--- src/rtl/prim_count.sv ---
// Hardened saturating up/down counter. A redundant complement register is
// updated independently so any single-register upset shows up on err_o.
module prim_count #(
  parameter int              Width      = 2,
  parameter logic [Width-1:0] ResetValue = '0
) (
  input  logic             clk_i,
  input  logic             rst_i,
  input  logic             clr_i,
  input  logic             set_i,
  input  logic [Width-1:0] set_cnt_i,
  input  logic             incr_en_i,
  input  logic             decr_en_i,
  input  logic [Width-1:0] step_i,
  input  logic             commit_i,
  output logic [Width-1:0] cnt_o,
  output logic [Width-1:0] cnt_after_commit_o,
  output logic             err_o
);

  logic [Width-1:0] cnt_q, cnt_inv_q;
  logic [Width-1:0] cnt_d, cnt_inv_d;
  logic             cnt_we;

  logic [Width:0]   cnt_sum, inv_sum;
  logic [Width-1:0] cnt_up, cnt_dn, inv_up, inv_dn;

  // Primary path: add saturates at all-ones, subtract saturates at zero.
  assign cnt_sum = {1'b0, cnt_q} + {1'b0, step_i};
  assign cnt_up  = cnt_sum[Width] ? '1 : cnt_sum[Width-1:0];
  assign cnt_dn  = (step_i <= cnt_q) ? (cnt_q - step_i) : '0;

  // Complement path mirrors the arithmetic in the opposite direction.
  assign inv_sum = {1'b0, cnt_inv_q} + {1'b0, step_i};
  assign inv_up  = inv_sum[Width] ? '1 : inv_sum[Width-1:0];
  assign inv_dn  = (step_i <= cnt_inv_q) ? (cnt_inv_q - step_i) : '0;

  always_comb begin
    cnt_d     = cnt_q;
    cnt_inv_d = cnt_inv_q;
    cnt_we    = 1'b0;
    if (clr_i) begin
      cnt_d     = ResetValue;
      cnt_inv_d = ~ResetValue;
      cnt_we    = 1'b1;
    end else if (set_i) begin
      cnt_d     = set_cnt_i;
      cnt_inv_d = ~set_cnt_i;
      cnt_we    = 1'b1;
    end else if (incr_en_i && !decr_en_i) begin
      cnt_d     = cnt_up;
      cnt_inv_d = inv_dn;
      cnt_we    = commit_i;
    end else if (decr_en_i && !incr_en_i) begin
      cnt_d     = cnt_dn;
      cnt_inv_d = inv_up;
      cnt_we    = commit_i;
    end
  end

  always_ff @(posedge clk_i or posedge rst_i) begin
    if (rst_i) begin
      cnt_q     <= ResetValue;
      cnt_inv_q <= ~ResetValue;
    end else if (cnt_we) begin
      cnt_q     <= cnt_d;
      cnt_inv_q <= cnt_inv_d;
    end
  end

  assign cnt_o              = cnt_q;
  assign cnt_after_commit_o = cnt_d;
  assign err_o              = (cnt_q ^ cnt_inv_q) != '1;

endmodule

--- config.mk ---
export PLATFORM = sky130hd
export DESIGN_NAME = prim_count
export DESIGN_NICKNAME = d
export VERILOG_FILES = /design/src/rtl/prim_count.sv
export SDC_FILE = /design/constraint.sdc
export NUM_CORES = 1
export LEC_CHECK = 0
export BUFFER_PORTS_ARGS = -buffer_cell sky130_fd_sc_hd__buf_4
export CORE_AREA = 5 5 42 44
export DETAILED_ROUTE_END_ITERATION = 7
export DIE_AREA = 0 0 47 49
export GPL_TIMING_DRIVEN = 1
export PLACE_DENSITY_LB_ADDON = 0.12
export SETUP_SLACK_MARGIN = 0.4
export SYNTH_ARGS = -nofsm -noshare
export SYNTH_HDL_FRONTEND = slang
export SYNTH_SLANG_ARGS = --single-unit
--- constraint.sdc ---
create_clock -name clk_i -period 2 [get_ports clk_i]
set_clock_uncertainty 0.1 [all_clocks]
set_input_delay 0.2 -clock clk_i [delete_from_list [all_inputs] [get_ports clk_i]]
set_output_delay 0.2 -clock clk_i [all_outputs]
set_load 0.005 [all_outputs]
==> impl_metrics.ini <==
[critical_path]
crit_family = adder cells
arrival_ps = 1940
crit_buf_inv = 2
crit_chain = inv_2, ha_4, fa_2, nand2b_4, o311a_1, o21ai_1, buf_4
worstPathRequired_ps = 1700
cp-end-kind = output pin
rrSetupSlack_ps = 190
critPathMaxFanout = 3
slowest_delay_ps = 420
critPathKind = flop to output pin
crit_path_start_kind = flop
worst_path_max_delay_cell = fa_2

[placed_design]
placed_area_sq_um = 796
gp_congestion = 0.817
hpwl_mm = 1.17
dp.cells = 99
placement.io_buffers = 15
dp_slack_ps = 3.35

[logic_synthesis]
yosysUniqueCellTypes = 34
yosysSeqAreaShare_pct = 16.4
avgSynthCellArea_sq_um = 9.34
yosys.area.top_type = ha_1
yosysTopAreaCellShare_pct = 16.0
synth_edf_count = 0
syn-num-nets = 90
synthTopCellsByArea = ha_1, fa_1, dfstp_2
synth_seq_cells = 4
synthArstFlopShare_pct = 100
synth_ff_type = dfstp_2
ys_warn_count = 0
synthCells = 67
syn_area_sq_um = 626

[clocking]
clock_latency_ps = 240
clk_path_buf_depth = 2
cts_tree = built
clockRootBuffer = clkbuf_4
cts_buffers = 3
cts_max_level = 1
clk_pin_slew_ps = 40
cts_sinks = 4

[detailed_routing]
routedWlPerCell_um = 14.3
remaining_drc_errors = 0
first_pass_iters = 4
wl_mm = 1.53
num_vias = 582
drt_iter0_markers = 16
ant_nets = 0
viasPerCell = 5.44

[power]
peakVddDrop_uv = 244
finalPower_mw = 0.439
power.leakage_nw = 0.417
power.density_nw_per_um2 = 480

[timing]
fmax_mhz = 446
fin_crit_sh_pct = 112
worst_hold_slack_ps = 152
finalSetupTns_ps = -477
setup_ws_ps = -241
setup_viol = 2
slew_violations = 0
finalCriticalPeriod_ps = 2240
rsz0062_at_grt = true
hold_viol = 0
tightestPinTransition_ps = 429
max_slew_margin_pct = 71.4

[global_route]
grt_pass1_vias = 594
grt_max_degree = 12
grt_pass1_wl_mm = 2.53
grt_overflow = 0
antenna_found_initial = 0
grtUsageTotal_pct = 14.8

[floorplanning]
die_x_um = 47
die_area_sq_um = 2300
dieHeight_um = 49
io_pins = 16
core_sq_um = 1400
std_cell_rows = 14
start_util_pct = 44.6

[outcome]
status = complete, but fails checks
violations = negative setup slack

[worst_hold_path]
min_path_type = input pin to flop

[layout]
syn_to_final_growth_pct = 46.0
design_area_sq_um = 913
postLayoutCoreUtil_pct = 65.2
nets = 116
drive_above_1_share_pct = 50.5
diodes = 0
final_cells = 107

[flow_run]
drv_cap = 0
==> placed cells by master (no fill, tap or decap), drive strengths merged, types with 2 or more instances in the layout <==
master  Yosys  final
xor2        2      2
nand2b      3      3
dfstp       2      2
clkbuf      0      3
o21ai       6      6
inv         9      9
nor2b       2      2
or2         3      3
buf         2     22
nor2        3      3
dfrtp       2      2
fa          4      4
ha          8      8
nand2       2      2
==> kinds of logic after synthesis <==
logic type	count (synthesis)	share of synthesized area [%]
flops	4	16.4
compound gates	21	26.6
simple gates	16	14.8
mux	1	1.60
buf+inv	11	9.00
fa+ha+maj	12	28.8
xor+xnor	2	2.80
==> state kept, by name, summed over array words and instances (netlist names) <==
signal,count
cnt_inv_q,2
cnt_o,2
==> worst register-to-register path, delay by kind of cell, from the launching register on <==
family,cells,cell delay [ps]
simple gates,1,40
flops,1,540
fa+ha+maj,2,680
buf+inv,1,50
compound gates,2,300
==> layer usage <==
metal | vias to the layer above | global-route usage (%) | share of wire [%]
met5 | - | 0 | 0
met4 | 0 | 4.61 | 1.2
met3 | 3 | 5.17 | 7.9
met2 | 18 | 22.9 | 47
met1 | 277 | 19.0 | 43
li1 | 284 | - | -
==> repair_timing <==
action                                  in CTS  in global routing
hold buffers                                 1                  0
resized for setup                            9                  2
pin swaps                                    7                  6
setup buffers                                2                  2
endpoints found under the hold margin        4                  0
endpoints found under the setup margin       6                  6
==> area by class of cell <==
| type | instances | area [sq um] |
|---|---|---|
| Clock buffer | 3 | 22.5 |
| Fill cell | 124 | 488 |
| Inverter | 9 | 33.8 |
| Multi-Input combinational cell | 52 | 559 |
| Sequential cell | 4 | 103 |
| Tap cell | 16 | 20.0 |
| Timing Repair Buffer | 23 | 175 |
==> final timing paths <==
kind / depth (start not counted) / end / start
setup / recovery: 7 / cnt_after_commit_o[1] / cnt_o[0]$_DFFE_PP0P_
hold / removal: 3 / cnt_inv_q[1]$_DFFE_PP1P_ / set_cnt_i[1]
hold reg to reg: 3 / cnt_inv_q[0]$_DFFE_PP1P_ / cnt_inv_q[0]$_DFFE_PP1P_
min in group asynchronous: 3 / cnt_o[0]$_DFFE_PP0P_ / rst_i
setup reg to reg: 6 / cnt_inv_q[1]$_DFFE_PP1P_ / cnt_inv_q[0]$_DFFE_PP1P_
max in group asynchronous: 3 / cnt_inv_q[1]$_DFFE_PP1P_ / rst_i
==> synthesized netlist by cell type, drive strengths merged, types with 2 or more instances <==
master	number
o21ai	6
nand2	2
buf	2
or2	3
xor2	2
ha	8
fa	4
nor2b	2
nand2b	3
dfrtp	2
inv	9
dfstp	2
nor2	3
==> power by group <==
group,switching [mW],internal [mW]
Sequential,0.00860,0.0934
Clock,0.0366,0.0674
Combinational,0.105,0.128
Total,0.150,0.289
Note: power is estimated with default switching activity, not from simulation.
